`config.mk`:
```
export PLATFORM = sky130hd
export DESIGN_NAME = hazard_ctrl
export DESIGN_NICKNAME = d
export VERILOG_FILES = /design/src/rtl/hazard_ctrl.sv
export SDC_FILE = /design/constraint.sdc
export NUM_CORES = 1
export LEC_CHECK = 0
export ABC_AREA = 1
export CAP_MARGIN = 10
export CORE_MARGIN = 2
export CORE_UTILIZATION = 50
export CTS_CLUSTER_DIAMETER = 80
export DETAILED_ROUTE_END_ITERATION = 8
export PLACE_DENSITY_LB_ADDON = 0.2
export SETUP_SLACK_MARGIN = 0.2
export SLEW_MARGIN = 20
export SYNTH_ARGS = -nofsm -noshare
export SYNTH_HDL_FRONTEND = slang
export SYNTH_SLANG_ARGS = --single-unit
```
`constraint.sdc`:
```
create_clock -name clk -period 3.12 [get_ports clk]
set_clock_uncertainty 0.15 [all_clocks]
set_input_delay 0.312 -clock clk [delete_from_list [all_inputs] [get_ports clk]]
set_output_delay 0.312 -clock clk [all_outputs]
set_load 0.005 [all_outputs]
```
`src/rtl/hazard_ctrl.sv`:
```
// Hazard and bypass controller for the 5-stage core: shadow pipe, EX bypass selects, load-use bubbles, flush.
// Build option HAZ_DM_BYPASS_EN enables the DM_WB-stage bypass; without it, EX_DM matches stall instead.
module hazard_ctrl (
  input  logic       clk,
  input  logic       rst,
  input  logic       ext_stall,
  input  logic       flush,
  input  logic       rf_re0_ID,
  input  logic       rf_re1_ID,
  input  logic [3:0] rf_p0_addr,
  input  logic [3:0] rf_p1_addr,
  input  logic       rf_we_ID,
  input  logic [3:0] rf_dst_addr_ID,
  input  logic       mem_re_ID,
  output logic       byp0_EX,
  output logic       byp1_EX,
  output logic       byp0_DM,
  output logic       byp1_DM,
  output logic       stall_IF_ID,
  output logic       stall_ID_EX,
  output logic       stall_EX_DM,
  output logic       stall_DM_WB,
  output logic       bubble_ID_EX,
  output logic       rf_we_DM_WB,
  output logic [3:0] rf_dst_addr_DM_WB
);

  logic       we_ie, ld_ie, we_ed;
  logic [3:0] dst_ie, dst_ed;
  logic       m0_ie, m1_ie, m0_ed, m1_ed;
  logic       hz, kill;

  assign m0_ie = rf_re0_ID & we_ie & (rf_p0_addr == dst_ie) & (rf_p0_addr != 4'd0);
  assign m1_ie = rf_re1_ID & we_ie & (rf_p1_addr == dst_ie) & (rf_p1_addr != 4'd0);
  assign m0_ed = rf_re0_ID & we_ed & (rf_p0_addr == dst_ed) & (rf_p0_addr != 4'd0);
  assign m1_ed = rf_re1_ID & we_ed & (rf_p1_addr == dst_ed) & (rf_p1_addr != 4'd0);

`ifdef HAZ_DM_BYPASS_EN
  assign hz = (m0_ie | m1_ie) & ld_ie;
`else
  // Without the DM bypass, any operand still in EX_DM must wait one more cycle for WB.
  assign hz = ((m0_ie | m1_ie) & ld_ie) | (m0_ed & ~m0_ie) | (m1_ed & ~m1_ie);
`endif

  assign kill = hz | flush;

  // Reset forces a bubble and drops every stall so the pipe drains to a clean state.
  assign stall_ID_EX  = ~rst & ext_stall;
  assign stall_EX_DM  = ~rst & ext_stall;
  assign stall_DM_WB  = ~rst & ext_stall;
  assign stall_IF_ID  = ~rst & (ext_stall | (hz & ~flush));
  assign bubble_ID_EX = rst | (~ext_stall & kill);

  always_ff @(posedge clk) begin
    if (rst) begin
      we_ie             <= 1'b0;
      ld_ie             <= 1'b0;
      dst_ie            <= 4'd0;
      we_ed             <= 1'b0;
      dst_ed            <= 4'd0;
      rf_we_DM_WB       <= 1'b0;
      rf_dst_addr_DM_WB <= 4'd0;
      byp0_EX           <= 1'b0;
      byp1_EX           <= 1'b0;
    end else if (!ext_stall) begin
      rf_we_DM_WB       <= we_ed;
      rf_dst_addr_DM_WB <= dst_ed;
      we_ed             <= we_ie;
      dst_ed            <= dst_ie;
      if (kill) begin
        we_ie   <= 1'b0;
        ld_ie   <= 1'b0;
        dst_ie  <= 4'd0;
        byp0_EX <= 1'b0;
        byp1_EX <= 1'b0;
      end else begin
        we_ie   <= rf_we_ID;
        ld_ie   <= mem_re_ID;
        dst_ie  <= rf_dst_addr_ID;
        byp0_EX <= m0_ie & ~ld_ie;
        byp1_EX <= m1_ie & ~ld_ie;
      end
    end
  end

`ifdef HAZ_DM_BYPASS_EN
  always_ff @(posedge clk) begin
    if (rst) begin
      byp0_DM <= 1'b0;
      byp1_DM <= 1'b0;
    end else if (!ext_stall) begin
      if (kill) begin
        byp0_DM <= 1'b0;
        byp1_DM <= 1'b0;
      end else begin
        byp0_DM <= m0_ed & ~m0_ie;
        byp1_DM <= m1_ed & ~m1_ie;
      end
    end
  end
`else
  assign byp0_DM = 1'b0;
  assign byp1_DM = 1'b0;
`endif

endmodule

```
==> results of run 1 <==
## per-layer routing
metal | vias up | wire, um
met2 | 34 | 1340
met5 | - | 0
met3 | 6 | 126
met1 | 536 | 1260
li1 | 650 | -
met4 | 0 | 46
## worst paths after layout
kind	slack [ns]	to	start
max	0.40	bubble_ID_EX	rf_p1_addr[3]
min	0.31	byp1_EX$_SDFFE_PP0N_	byp1_EX$_SDFFE_PP0N_
max reg2reg	1.56	we_ie$_SDFFE_PP0N_	dst_ie[1]$_SDFFE_PP0N_
min reg2reg	0.31	byp1_EX$_SDFFE_PP0N_	byp1_EX$_SDFFE_PP0N_
## where the power goes
group | internal, mW | total (mW) | switching, mW
logic | 0.0550 | 0.109 | 0.0544
clock network | 0.0711 | 0.146 | 0.0750
registers | 0.239 | 0.247 | 0.00787
total | 0.365 | 0.502 | 0.137
## Yosys cell counts (all sizes together)
| cell | count | area, um^2 |
|---|---|---|
| or2 | 1 | 6.26 |
| nor2 | 36 | 160 |
| xnor2 | 2 | 17.5 |
| o21ai | 1 | 5.00 |
| nand3 | 6 | 30.0 |
| conb | 1 | 3.75 |
| clkbuf | 2 | 7.51 |
| clkinv | 2 | 7.51 |
| inv | 25 | 93.8 |
| dfxtp | 18 | 360 |
| nand2 | 74 | 280 |
| buf | 6 | 38.8 |
| nand4 | 8 | 50.1 |
| a21oi | 3 | 15.0 |
| a211oi | 7 | 52.6 |
| nor3 | 1 | 5.00 |
## tightest hold or removal path: stages, from the launching register on
cell	delay [ns]
dfxtp_1	0.33
nand2_1	0.06
nand2_1	0.04
## layout make-up
| class | instances | share of cell area |
|---|---|---|
| Clock buffer | 4 | 0.0243 |
| Inverter | 27 | 0.0678 |
| Multi-Input combinational cell | 141 | 0.421 |
| Sequential cell | 18 | 0.241 |
| Tap cell | 28 | 0.0234 |
| Timing Repair Buffer | 34 | 0.223 |
## cell usage in the layout, fill, tap and decap left out
master and count:
nand4_1 8, dfxtp_1 18, buf_4 3, nor2_4 2, nor2_1 30, clkbuf_8 1, nor3_1 1, a211oi_1 7
nand2_2 1, o21ai_0 1, xnor2_1 2, nand3_1 6, inv_2 5, conb_1 2, inv_1 20, or2_2 1
nand2_1 73, clkinv_1 2, a21oi_1 3, clkdlybuf4s50_1 31, nor2_2 4, clkbuf_4 3
## sequential cells by signal (all words and copies together), names as in the netlist
| name | cells |
|---|---|
| dst_ed | 4 |
| dst_ie | 4 |
| rf_dst_addr_DM_WB | 4 |
| byp0_EX | 1 |
| byp1_EX | 1 |
| ld_ie | 1 |
| rf_we_DM_WB | 1 |
| we_ed | 1 |
| we_ie | 1 |
## kinds of logic (layout without fill, tap and decap cells)
group	count (synthesis)	in the layout	synth area share
buffers and inverters	35	65	0.130
AND/OR/NAND/NOR	126	126	0.469
other	1	2	0.00331
flip-flops	18	18	0.318
XOR/XNOR	2	2	0.0155
AO/OA/AOI/OAI	11	11	0.0640
## through the flow
stage | util | std cells
floorplan | - | 194
finish | 0.689 | 252
detailed placement | 0.672 | 248
global placement | 0.672 | 248
CTS | 0.689 | 252
global route | 0.689 | 252
==> results.md, run 1 <==
- Seq/Total Area, Yosys: 0.318
- Max Transition Viols Final: 0
- Flops & latches, synth: 18
- Worst path bufs/invs: 4
- Final setup fails: 0
- Worst Hold Class: flop to flop
- Die height: 51.6 um
- Via count: 1226
- Crit-path max FO: 10
- Cells after Synth: 193
- Final min period: 2.72 ns
- Total gr overflow: 0
- Pre-antenna DRT Iters: 4
- Worst slack at placement: 0.402 ns
- Routed vias/inst: 4.87
- CTS tree: built
- Max_cap viols: 0
- Core area: 0.00217 mm^2
- Die width: 51.6 um
- Peak Freq: 0.368 GHz
- Worst path depth: 13
- Clock Tree Buf Depth: 2
- Antenna Nets Post-Route: 0
- Worst-Skew Late Latency: 0.29 ns
- Worst Hold Depth: 2
- R2r worst-path depth: 10
- DR WL/cell: 11.0 um
- Die area: 0.00266 mm^2
- Area of the mapped netlist: 0.00113 mm^2
- Crit-path cells: clkdlybuf4s50_1 > inv_1 > nand2_1 > nand2_1 > nor2_4 > nand2_1 > nor2_2 > nor2_1 > nor2_4 > nand3_1 > nand2_1 > inv_1 > clkdlybuf4s50_1
- Setup Fix Bufs, Post-CTS: 0
- Fill count: 217
- Status: finished, final reports clean
- Setup ws final: 0.400 ns
- Placer Congestion: 0.882
- Post-cts resize count: 0
- Root buf cell: clkbuf_4
- DR iter-0 viols: 27
- CP arrival: 2.26 ns
- Routing usage on met3: 0.0402
- Finished Cell Area: 0.00150 mm^2
- Vias in the first global route: 1177
- Highest cell delay on the worst timing path: 0.53 ns
- Register area: 360 um^2
- Sink Count: 18
- Multi-input gate area: 629 um^2
- Buffers on Ports: 31
- Synth warn: 0
- WP data required: 2.66 ns
- Area Growth Syn to Fin: 31.9%
- Met1 Use GR: 0.293
- Initial antenna violation count: 0
- Power per cell area: 336 mW/mm^2
- GRT Util Overall: 0.241
- Hold_ws: 0.311 ns
- Pwr Total: 0.502 mW
- Fin crit share: 0.872
- Routed WL: 2780 um
- Total CTS buffers: 3
- Most Frequent Cell on Critical Path: nand2_1
- Pin count of the biggest net entering global routing: 17
- Reg clk slew, reported paths: 0.11 ns
- Setup_tns: 0 ns
- CP max stage cell: clkdlybuf4s50_1
- Drt drc: 0
- Placed instance area: 0.00146 mm^2
- Layout cell share with drive strength beyond 1: 0.0893
- Delay-heaviest family, CP: buffers and inverters
- # IOs: 34
- Met2 usage: 0.415
- Initial cell density of the core: 0.522
- Number of inserted diodes: 0
- CTS Hold Bufs: 0
- Leak: 0.715 nW
- Syn_area_per_cell: 5.87 um^2
- Crit. End Element: output pin
- Synth unique cells: 22
- Fin. Hold Viols: 0
- GR peak layer: met2
- H-tree depth: 1
- Hpwl dp: 2160 um
- CP startpoint kind: input pin
- NumNets Final: 245
- Global-route wire length before repair: 4810 um
- # rows: 17
- Crit Path Category: input pin to output pin
- RSZ-0062 raised after global routing: no
- Maximum VDD drop: 0.298 mV
(Power assumes the default switching activity.)
==> run 2: changes to the inputs <==
--- a/config.mk
+++ b/config.mk
@@ -8,9 +8,10 @@
 export ABC_AREA = 1
 export CAP_MARGIN = 10
 export CORE_MARGIN = 2
-export CORE_UTILIZATION = 50
+export CORE_UTILIZATION = 46
 export CTS_CLUSTER_DIAMETER = 80
 export DETAILED_ROUTE_END_ITERATION = 8
+export MAX_ROUTING_LAYER = met4
 export PLACE_DENSITY_LB_ADDON = 0.2
 export SETUP_SLACK_MARGIN = 0.2
 export SLEW_MARGIN = 20
==> constraint.sdc (replaced) <==
create_clock -name clk -period 2.76 [get_ports clk]
set_clock_uncertainty 0.15 [all_clocks]
set_input_delay 0.276 -clock clk [delete_from_list [all_inputs] [get_ports clk]]
set_output_delay 0.276 -clock clk [all_outputs]
set_load 0.005 [all_outputs]
==> results.md, run 2 (synthesis gave the netlist of run 1 again) <==
- Highest cell delay on the worst timing path: 0.49 ns (-0.04 ns)
- Routed vias/inst: 4.90 (+0.75%)
- Power per cell area: 370 mW/mm^2 (+10%)
- Area Growth Syn to Fin: 37.1%
- Worst Hold Class: flop to flop
- # IOs: 34 (unchanged)
- CTS Hold Bufs: 0 (unchanged)
- Setup_tns: 0 ns (unchanged)
- R2r startpoint: dst_ie[3]$_SDFFE_PP0N_
- RSZ-0062 raised after global routing: no
- CTS tree: built
- Fin crit share: 0.891
- DR WL/cell: 11.7 um (+6.6%)
- Via count: 1245 (+1.5%)
- Die height: 53.6 um (+3.9%)
- Placer Congestion: 0.884 (+0.27%)
- Pin count of the biggest net entering global routing: 17 (unchanged)
- CP max stage cell: clkdlybuf4s50_1
- Buffers on Ports: 31 (unchanged)
- CP arrival: 2.03 ns (-0.23 ns)
- Status: finished, final reports clean
- Max Transition Viols Final: 0 (unchanged)
- Largest regs: dst_ed (4), dst_ie (4), rf_dst_addr_DM_WB (4)
- Register area: 363 um^2 (+0.69%)
- WP data required: 2.33 ns (-0.33 ns)
- Hpwl dp: 2230 um (+3.3%)
- Crit Path Category: input pin to output pin
- Total gr overflow: 0 (unchanged)
- Initial antenna violation count: 0 (unchanged)
- Sink Count: 18 (unchanged)
- Die width: 53.6 um (+3.9%)
- Crit-path cells: clkdlybuf4s50_1 > nand2_1 > clkinv_1 > nand2_1 > nor2_4 > nand3_2 > nand2_2 > nand2_4 > nand3_1 > nand2_1 > inv_1 > clkdlybuf4s50_1
- Global-route wire length before repair: 4740 um (-1.4%)
- # rows: 17 (unchanged)
- Root buf cell: clkbuf_4
- Pre-antenna DRT Iters: 4 (unchanged)
- GRT Util Overall: 0.236 (-0.00480)
- Leak: 0.818 nW (+14%)
- CP startpoint kind: input pin
- Leading cell type in the layout, fill and taps excluded: nand2_1
- Post-route non-filler standard cell count: 254 (+0.79%)
- Maximum VDD drop: 0.291 mV (-2.3%)
- Antenna Nets Post-Route: 0 (unchanged)
- Worst-Skew Late Latency: 0.30 ns (about the same)
- Multi-input gate area: 652 um^2 (+3.6%)
- Die area: 0.00288 mm^2 (+8.0%)
- Layout cell share with drive strength beyond 1: 0.128 (+0.0390)
- DR iter-0 viols: 25 (-7.4%)
- Routed WL: 2980 um (+7.5%)
- Drt drc: 0 (unchanged)
- Clock Tree Buf Depth: 2 (unchanged)
- Fill count: 204 (-6.0%)
- Vias in the first global route: 1137 (-3.4%)
- Final setup fails: 0 (unchanged)
- Fin. Hold Viols: 0 (unchanged)
- Final core occ: 0.683 (-0.00637)
- Dpl cells: 249 (+0.40%)
- Crit-path max FO: 10 (unchanged)
- Number of inserted diodes: 0 (unchanged)
- Final min period: 2.46 ns
- Min-delay src: byp1_EX$_SDFFE_PP0N_
- Total CTS buffers: 3 (unchanged)
- Most Frequent Cell on Critical Path: nand2_1
- Initial cell density of the core: 0.498 (-0.0244)
- Reg clk slew, reported paths: 0.11 ns (about the same)
- NumNets Final: 247 (+0.82%)
- Max_cap viols: 0 (unchanged)
- Crit. End Element: output pin
- Start point of the critical path: rf_re1_ID
- Core area: 0.00228 mm^2 (+4.9%)
- H-tree depth: 1 (unchanged)
- Most frequent cells in the layout: 72 x nand2_1, 28 x nor2_1, 22 x clkdlybuf4s50_1
- Peak Freq: 0.406 GHz
[run 2: repair_timing]
| item | in CTS | in global routing |
|---|---|---|
| endpoints found under the hold margin | 0 | 0 |
| resized for setup | 3 | 14 |
| setup endpoints to repair | 2 | 2 |
| buffers inserted | 1 | 0 |
| pin swaps | 1 | 2 |
[run 2: metal layers]
layer	vias to the layer above	GRT usage	part of all wire
li1	655	-	-
met1	536	0.276	0.46
met2	46	0.393	0.48
met3	8	0.0333	0.050
met4	0	0.120	0.017
met5	-	-	0
[run 2: metrics by stage]
step / hold WS [ns] / area (um^2) / power, mW / worst slack (ns)
4_1_cts: 0.315 / 1520 / 0.582 / 0.208
2_1_floorplan: 0.298 / 1140 / 0.349 / 1.19
3_5_place_dp: 0.293 / 1470 / 0.409 / 0.118
5_1_grt: 0.349 / 1550 / 0.606 / 0.151
6_report: 0.316 / 1550 / 0.574 / 0.300
3_3_place_gp: 0.292 / 1470 / 0.406 / 0.165
[run 2: final timing paths]
| path | end | slack (ns) | depth (start not counted) |
|---|---|---|---|
| hold / removal | byp1_EX$_SDFFE_PP0N_ | 0.32 | 2 |
| hold reg to reg | byp1_EX$_SDFFE_PP0N_ | 0.32 | 2 |
| setup reg to reg | dst_ie[2]$_SDFFE_PP0N_ | 1.15 | 11 |
| setup / recovery | bubble_ID_EX | 0.30 | 12 |
[run 2: power by group]
group,internal [mW],switching [mW]
sequential,0.270,0.00932
combinational,0.0613,0.0631
clock,0.0804,0.0899
total,0.412,0.162
[run 2: cell type report]
cell class                 instances  area share
clock buffer                       4      0.0233
multi-input combinational        141       0.419
inverter                          27      0.0652
timing repair buffer              36       0.236
tap                               28      0.0225
sequential                        18       0.233
[run 2: worst max-delay path, delay by kind of cell]
family | cells | cell delay, ns
buffers and inverters | 4 | 1.08
and+or+nand+nor | 8 | 0.69
